**config.mk**
```make
export PLATFORM = sky130hd
export DESIGN_NAME = sram_req_arbiter_flat
export DESIGN_NICKNAME = d
export VERILOG_FILES = /design/src/rtl/sram_req_arbiter_if.sv /design/src/rtl/sram_req_arbiter.sv /design/src/flat_wrapper.sv
export SDC_FILE = /design/constraint.sdc
export NUM_CORES = 1
export LEC_CHECK = 0
export CELL_PAD_IN_SITES_DETAIL_PLACEMENT = 0
export CELL_PAD_IN_SITES_GLOBAL_PLACEMENT = 1
export CORE_MARGIN = 3
export CORE_UTILIZATION = 15
export CTS_CLUSTER_DIAMETER = 200
export DETAILED_ROUTE_END_ITERATION = 12
export PLACE_DENSITY_LB_ADDON = 0.1
export SETUP_SLACK_MARGIN = 0.4
export SLEW_MARGIN = 30
export SYNTH_ARGS = -nofsm -noshare
export SYNTH_HDL_FRONTEND = slang
export SYNTH_SLANG_ARGS = --single-unit
```
**constraint.sdc**
```tcl
create_clock -name clk -period 3.1 [get_ports clk]
set_input_delay 0.62 -clock clk [delete_from_list [all_inputs] [get_ports clk]]
set_output_delay 0.62 -clock clk [all_outputs]
set_load 0.05 [all_outputs]
```
**src/rtl/sram_req_arbiter_if.sv**
```systemverilog
// SRAM-like request/response link: master drives the request fields, slave returns addr_ok/data_ok/rdata.
// Combinational handshake; one request per cycle and in-order responses.
interface sram_req_arbiter_if #(
    parameter int ADDR_W = 32,
    parameter int DATA_W = 32
);
    logic                  req;
    logic                  wr;
    logic [1:0]            size;
    logic [DATA_W/8-1:0]   wstrb;
    logic [ADDR_W-1:0]     addr;
    logic [DATA_W-1:0]     wdata;
    logic                  addr_ok;
    logic                  data_ok;
    logic [DATA_W-1:0]     rdata;

    modport master (
        output req, wr, size, wstrb, addr, wdata,
        input  addr_ok, data_ok, rdata
    );

    modport slave (
        input  req, wr, size, wstrb, addr, wdata,
        output addr_ok, data_ok, rdata
    );
endinterface

```
**src/rtl/sram_req_arbiter.sv**
```systemverilog
// Shares one SRAM-like port between inst and data masters; 0-cycle request path, grant held until addr_ok, full owner FIFO stalls both.
// Default build uses fixed data>inst priority; define ARB_RR_EN for round-robin arbitration.
module sram_req_arbiter #(
    parameter int OUTSTANDING = 4,
    parameter int ADDR_W      = 32,
    parameter int DATA_W      = 32
) (
    input  logic              clk,
    input  logic              resetn,
    sram_req_arbiter_if.slave  inst_bus,
    sram_req_arbiter_if.slave  data_bus,
    sram_req_arbiter_if.master m_bus
);
    localparam int              PTR_W    = $clog2(OUTSTANDING);
    localparam logic [PTR_W:0]  FULL_CNT = (PTR_W+1)'(OUTSTANDING);
    localparam logic            OWN_INST = 1'b0;
    localparam logic            OWN_DATA = 1'b1;

    logic [OUTSTANDING-1:0] r_own;
    logic [PTR_W-1:0]       r_wr_ptr;
    logic [PTR_W-1:0]       r_rd_ptr;
    logic [PTR_W:0]         r_count;
    logic                   r_lock;
    logic                   r_lock_owner;
    logic                   r_err_orphan;
`ifdef ARB_RR_EN
    logic                   r_rr_last;
`endif

    logic w_full;
    logic w_win;
    logic w_win_req;
    logic w_push;
    logic w_pop;
    logic w_head;

    assign w_full = (r_count == FULL_CNT);

    // A locked grant sticks to its owner until the downstream accepts it.
    always_comb begin
        w_win = OWN_INST;
        if (r_lock) begin
            w_win = r_lock_owner;
        end else if (data_bus.req && inst_bus.req) begin
`ifdef ARB_RR_EN
            w_win = ~r_rr_last;
`else
            w_win = OWN_DATA;
`endif
        end else if (data_bus.req) begin
            w_win = OWN_DATA;
        end
    end

    assign w_win_req = w_win ? data_bus.req : inst_bus.req;

    assign m_bus.req   = resetn & w_win_req & ~w_full;
    assign m_bus.wr    = w_win ? data_bus.wr    : inst_bus.wr;
    assign m_bus.size  = w_win ? data_bus.size  : inst_bus.size;
    assign m_bus.wstrb = w_win ? data_bus.wstrb : inst_bus.wstrb;
    assign m_bus.addr  = w_win ? data_bus.addr  : inst_bus.addr;
    assign m_bus.wdata = w_win ? data_bus.wdata : inst_bus.wdata;

    assign w_push = m_bus.req & m_bus.addr_ok;
    assign w_pop  = resetn & m_bus.data_ok & (r_count != '0);
    assign w_head = r_own[r_rd_ptr];

    assign inst_bus.addr_ok = w_push & (w_win == OWN_INST);
    assign data_bus.addr_ok = w_push & (w_win == OWN_DATA);

    assign inst_bus.data_ok = w_pop & (w_head == OWN_INST);
    assign data_bus.data_ok = w_pop & (w_head == OWN_DATA);
    assign inst_bus.rdata   = m_bus.rdata;
    assign data_bus.rdata   = m_bus.rdata;

    always_ff @(posedge clk) begin
        if (!resetn) begin
            r_wr_ptr     <= '0;
            r_rd_ptr     <= '0;
            r_count      <= '0;
            r_lock       <= 1'b0;
            r_lock_owner <= OWN_INST;
            r_err_orphan <= 1'b0;
`ifdef ARB_RR_EN
            r_rr_last    <= OWN_INST;
`endif
        end else begin
            if (w_push) begin
                r_own[r_wr_ptr] <= w_win;
                r_wr_ptr        <= r_wr_ptr + PTR_W'(1);
            end
            if (w_pop) begin
                r_rd_ptr <= r_rd_ptr + PTR_W'(1);
            end
            if (w_push && !w_pop) begin
                r_count <= r_count + (PTR_W+1)'(1);
            end else if (!w_push && w_pop) begin
                r_count <= r_count - (PTR_W+1)'(1);
            end

            // An owner that withdraws its request mid-lock releases the grant.
            if (m_bus.req && !m_bus.addr_ok) begin
                r_lock       <= 1'b1;
                r_lock_owner <= w_win;
            end else if (w_push) begin
                r_lock <= 1'b0;
            end else if (r_lock && !w_win_req) begin
                r_lock <= 1'b0;
            end

            r_err_orphan <= r_err_orphan | (m_bus.data_ok && (r_count == '0));
`ifdef ARB_RR_EN
            if (w_push) begin
                r_rr_last <= w_win;
            end
`endif
        end
    end
endmodule

```
**src/flat_wrapper.sv**
```systemverilog
// flat-port wrapper written by rule: the top's interface ports become plain ports
module sram_req_arbiter_flat 
#(
    parameter int OUTSTANDING = 4,
    parameter int ADDR_W      = 32,
    parameter int DATA_W      = 32
)
  (clk, resetn, inst_bus_req, inst_bus_wr, inst_bus_size, inst_bus_wstrb, inst_bus_addr, inst_bus_wdata, inst_bus_addr_ok, inst_bus_data_ok, inst_bus_rdata, data_bus_req, data_bus_wr, data_bus_size, data_bus_wstrb, data_bus_addr, data_bus_wdata, data_bus_addr_ok, data_bus_data_ok, data_bus_rdata, m_bus_req, m_bus_wr, m_bus_size, m_bus_wstrb, m_bus_addr, m_bus_wdata, m_bus_addr_ok, m_bus_data_ok, m_bus_rdata);
  sram_req_arbiter_if #(.ADDR_W(ADDR_W), .DATA_W(DATA_W)) inst_bus_i ();
  sram_req_arbiter_if #(.ADDR_W(ADDR_W), .DATA_W(DATA_W)) data_bus_i ();
  sram_req_arbiter_if #(.ADDR_W(ADDR_W), .DATA_W(DATA_W)) m_bus_i ();
  input  logic clk;
  input  logic resetn;
  input wire logic [$bits(inst_bus_i.req)-1:0] inst_bus_req;
  input wire logic [$bits(inst_bus_i.wr)-1:0] inst_bus_wr;
  input wire logic [$bits(inst_bus_i.size)-1:0] inst_bus_size;
  input wire logic [$bits(inst_bus_i.wstrb)-1:0] inst_bus_wstrb;
  input wire logic [$bits(inst_bus_i.addr)-1:0] inst_bus_addr;
  input wire logic [$bits(inst_bus_i.wdata)-1:0] inst_bus_wdata;
  output wire logic [$bits(inst_bus_i.addr_ok)-1:0] inst_bus_addr_ok;
  output wire logic [$bits(inst_bus_i.data_ok)-1:0] inst_bus_data_ok;
  output wire logic [$bits(inst_bus_i.rdata)-1:0] inst_bus_rdata;
  input wire logic [$bits(data_bus_i.req)-1:0] data_bus_req;
  input wire logic [$bits(data_bus_i.wr)-1:0] data_bus_wr;
  input wire logic [$bits(data_bus_i.size)-1:0] data_bus_size;
  input wire logic [$bits(data_bus_i.wstrb)-1:0] data_bus_wstrb;
  input wire logic [$bits(data_bus_i.addr)-1:0] data_bus_addr;
  input wire logic [$bits(data_bus_i.wdata)-1:0] data_bus_wdata;
  output wire logic [$bits(data_bus_i.addr_ok)-1:0] data_bus_addr_ok;
  output wire logic [$bits(data_bus_i.data_ok)-1:0] data_bus_data_ok;
  output wire logic [$bits(data_bus_i.rdata)-1:0] data_bus_rdata;
  output wire logic [$bits(m_bus_i.req)-1:0] m_bus_req;
  output wire logic [$bits(m_bus_i.wr)-1:0] m_bus_wr;
  output wire logic [$bits(m_bus_i.size)-1:0] m_bus_size;
  output wire logic [$bits(m_bus_i.wstrb)-1:0] m_bus_wstrb;
  output wire logic [$bits(m_bus_i.addr)-1:0] m_bus_addr;
  output wire logic [$bits(m_bus_i.wdata)-1:0] m_bus_wdata;
  input wire logic [$bits(m_bus_i.addr_ok)-1:0] m_bus_addr_ok;
  input wire logic [$bits(m_bus_i.data_ok)-1:0] m_bus_data_ok;
  input wire logic [$bits(m_bus_i.rdata)-1:0] m_bus_rdata;
  assign inst_bus_i.req = inst_bus_req;
  assign inst_bus_i.wr = inst_bus_wr;
  assign inst_bus_i.size = inst_bus_size;
  assign inst_bus_i.wstrb = inst_bus_wstrb;
  assign inst_bus_i.addr = inst_bus_addr;
  assign inst_bus_i.wdata = inst_bus_wdata;
  assign inst_bus_addr_ok = inst_bus_i.addr_ok;
  assign inst_bus_data_ok = inst_bus_i.data_ok;
  assign inst_bus_rdata = inst_bus_i.rdata;
  assign data_bus_i.req = data_bus_req;
  assign data_bus_i.wr = data_bus_wr;
  assign data_bus_i.size = data_bus_size;
  assign data_bus_i.wstrb = data_bus_wstrb;
  assign data_bus_i.addr = data_bus_addr;
  assign data_bus_i.wdata = data_bus_wdata;
  assign data_bus_addr_ok = data_bus_i.addr_ok;
  assign data_bus_data_ok = data_bus_i.data_ok;
  assign data_bus_rdata = data_bus_i.rdata;
  assign m_bus_req = m_bus_i.req;
  assign m_bus_wr = m_bus_i.wr;
  assign m_bus_size = m_bus_i.size;
  assign m_bus_wstrb = m_bus_i.wstrb;
  assign m_bus_addr = m_bus_i.addr;
  assign m_bus_wdata = m_bus_i.wdata;
  assign m_bus_i.addr_ok = m_bus_addr_ok;
  assign m_bus_i.data_ok = m_bus_data_ok;
  assign m_bus_i.rdata = m_bus_rdata;
  sram_req_arbiter #(.OUTSTANDING(OUTSTANDING), .ADDR_W(ADDR_W), .DATA_W(DATA_W)) u_core (.clk(clk), .resetn(resetn), .inst_bus(inst_bus_i), .data_bus(data_bus_i), .m_bus(m_bus_i));
endmodule
```
==> results.tsv <==
metric	value	unit
status	finished clean	
worst hold slack	0.5027	ns
CTS tree	done	
DIE WIDTH	128.9	um
Power Density	386.3	nW/um^2
largest net degree at the start of global routing	24	
DP Worst Slack	0.1023	ns
HP Start	u_core.r_rd_ptr[1]$_SDFFE_PN0P_	
Post-Synthesis Cells	210	
CP Launch Type	input port	
total negative slack	0	ns
post-DP HPWL	7957	um
placed cell count	548	
Syn-to-layout area delta	94.70	%
Avg WL per Cell	18.09	um
Hold Path Sink	u_core.r_rd_ptr[1]$_SDFFE_PN0P_	
core region area	14640	um^2
hold path depth	1	
biggest area consumer among synthesized cells	mux2_4	
initial antenna violation count	0	
Register-to-Register Path Depth	9	
Detailed Route Iter0 Violations	31	
clk_skew	0.003376	ns
Layout Nets	567	
max-cap viol count	0	
YS warnings	0	
total number of vias	2123	
Worst VDD drop	153.2	uV
kind of critical path	input port to output pin	
commonest non-fill, non-tap cells in the layout	146 x clkdlybuf4s50_1, 76 x buf_4, 50 x mux2_4, 14 x mux2_2	
placer congestion estimate	0.7510	
worst slew pin tran	0.3983	ns
Critical Path Slowest Stage Cell	mux2_4	
post-route ant nets	0	
post-synth top area share	33.11	%
final worst path period need	2.641	ns
Hold Vio Cnt, Final	0	
Slew HR	73.38	%
slowest stage delay, CP	0.30	ns
I/O Pins	320	
Clock transition at path regs	0.04	ns
Worst setup EP type	output pin	
TritonCTS Sinks	13	
Final Max Slew Viols	0	
GRT overflow	0	
first-pass GRT wire length	13580	um
Ant. Diodes	0	
# hold bufs at CTS	0	
vias per inst	3.764	
DRT Pass-1 Iters	4	
Port Buffers	223	
Die Height	128.9	um
Residual DRC	0	
H-Tree Depth	1	
Die ar.	16630	um^2
unrepaired setup endpoints after global routing	true	
CTS buffer count	3	
post-synthesis sequential area ratio	13.25	%
clk buf depth	2	
Finish-stage setup viols	0	
#FFs+latches synth	13	
CP required	2.48	ns
most common cell after layout, fill and taps aside	clkdlybuf4s50_1	
Detailed Route WL	10200	um
Static Leakage	1.931	nW
Synth area leaders	mux2_4 33%, buf_4 22%, dfxtp_1 7.9%	
all-layer global routing usage	10.78	%
syn_area_per_cell	10.80	um^2
share of layout cells above drive strength 1	43.68	%
syn_nets	396	
period utilisation layout	85.18	%
final worst slack	0.4594	ns
FMAX	378.7	MHz
crit path cell chain	dlygate4sd2_1 > mux2i_4 > buf_6 > buf_12 > buf_16 > mux2_4 > buf_4	
Yosys cell types	31	
r2r setup slk	0.91	ns
CTS root buffer	clkbuf_16	
final cell count without fillers	564	
Critical Path Fanout Max	12	
Clk Latency, worst-skew pair	0.24	ns
worst r2r dst	u_core.r_count[2]$_SDFFE_PN0P_	
Core Rows	44	
vias in the first global route	2150	
final cell utilization of the core	30.14	%
Worst Path Arrival	2.02	ns
worst r2r src	u_core.r_count[0]$_SDFFE_PN0P_	
Cell Area, Synth	2267	um^2
hold crit path type	flop to flop	
Starting Density	15.48	%
## layout make-up
type / instances / area (um^2)
Inverter: 6 / 22.52
Tap cell: 184 / 230.2
Multi-Input combinational cell: 117 / 1393
Fill cell: 1550 / 10230
Sequential cell: 13 / 300.3
Timing Repair Buffer: 240 / 2390
Clock buffer: 4 / 78.83
## per-stage QoR
step                      power (mW)  area (um^2)
after global placement         1.392         4130
final                          1.705         4414
after detailed placement       1.392         4130
after global routing           1.789         4414
after floorplan                1.191         2267
after CTS                      1.704         4333
## routing by layer
metal | up-vias | routed length (um) | track usage [%]
met2 | 138 | 4945 | 18.17
met3 | 7 | 974 | 3.611
met4 | 0 | 76 | 2.038
met5 | - | 0 | 0
met1 | 981 | 4203 | 13.48
li1 | 997 | - | -
## sequential cells by signal, indices dropped and copies added (netlist names)
signal / count
u_core.r_wr_ptr: 2
u_core.r_lock: 1
u_core.r_own: 4
u_core.r_rd_ptr: 2
u_core.r_lock_owner: 1
u_core.r_count: 3
## synthesized netlist by cell type
library cell,number
o31ai_1,1
dfxtp_1,9
xor2_1,1
a21oi_1,2
or3_1,1
mux2_1,7
mux4_2,1
o211ai_1,1
and3_1,1
nor2_1,2
a21boi_0,1
inv_1,6
and3b_1,1
buf_4,66
ha_1,5
nand2_1,4
mux2_2,14
clkbuf_1,1
o311ai_4,1
buf_6,6
xnor2_1,2
mux2_4,50
nor2b_1,2
buf_2,1
nand3_1,1
and2_1,9
o21ai_0,2
edfxtp_1,4
nand3b_1,1
fa_1,1
mux2i_1,6
## critical path, delay by kind of cell
kind                   cells  cell delay, ns
multiplexers               2            0.49
buffers and inverters      5            0.89
## worst max-delay path by stage
| stage | depth (start not counted) | endpoint | slack (ns) | from |
|---|---|---|---|---|
| after floorplan | 10 | u_core.r_count[2]$_SDFFE_PN0P_ | 0.69 | data_bus_req |
| after global routing | 10 | u_core.r_count[2]$_SDFFE_PN0P_ | 0.36 | inst_bus_req |
| after CTS | 7 | data_bus_addr_ok | 0.41 | inst_bus_req |
| after detailed placement | 10 | u_core.r_count[2]$_SDFFE_PN0P_ | 0.10 | data_bus_req |
| final | 7 | m_bus_wdata[12] | 0.46 | data_bus_req |
| after global placement | 10 | u_core.r_count[2]$_SDFFE_PN0P_ | 0.18 | data_bus_req |
## report_power, final
| part | switching (mW) | internal [mW] | leakage [nW] |
|---|---|---|---|
| Sequential | 0.0344 | 0.202 | 0.110 |
| Combinational | 0.630 | 0.589 | 1.78 |
| Clock | 0.0751 | 0.174 | 0.0382 |
## what timing repair did
item                       in CTS  in global routing
cloned                          3                  1
pin swaps                       0                  3
buffers inserted                3                  5
setup endpoints to repair      74                 16
resized for setup               6                  7
## cells by family (layout without fill, tap and decap cells)
kind of cell               count (synthesis)  count (layout)  synth area share (%)
AOI/OAI and AO/OA                          8               8                 3.036
xor gates and xnor gates                   3               3                 1.159
adders and majority gates                  6               6                 3.642
buffers and inverters                     80             250                 26.21
DFF                                       13              13                 13.25
muxes                                     78              78                 47.19
and+or+nand+nor                           22              22                 5.519
Power figures use the tool's default switching activity.
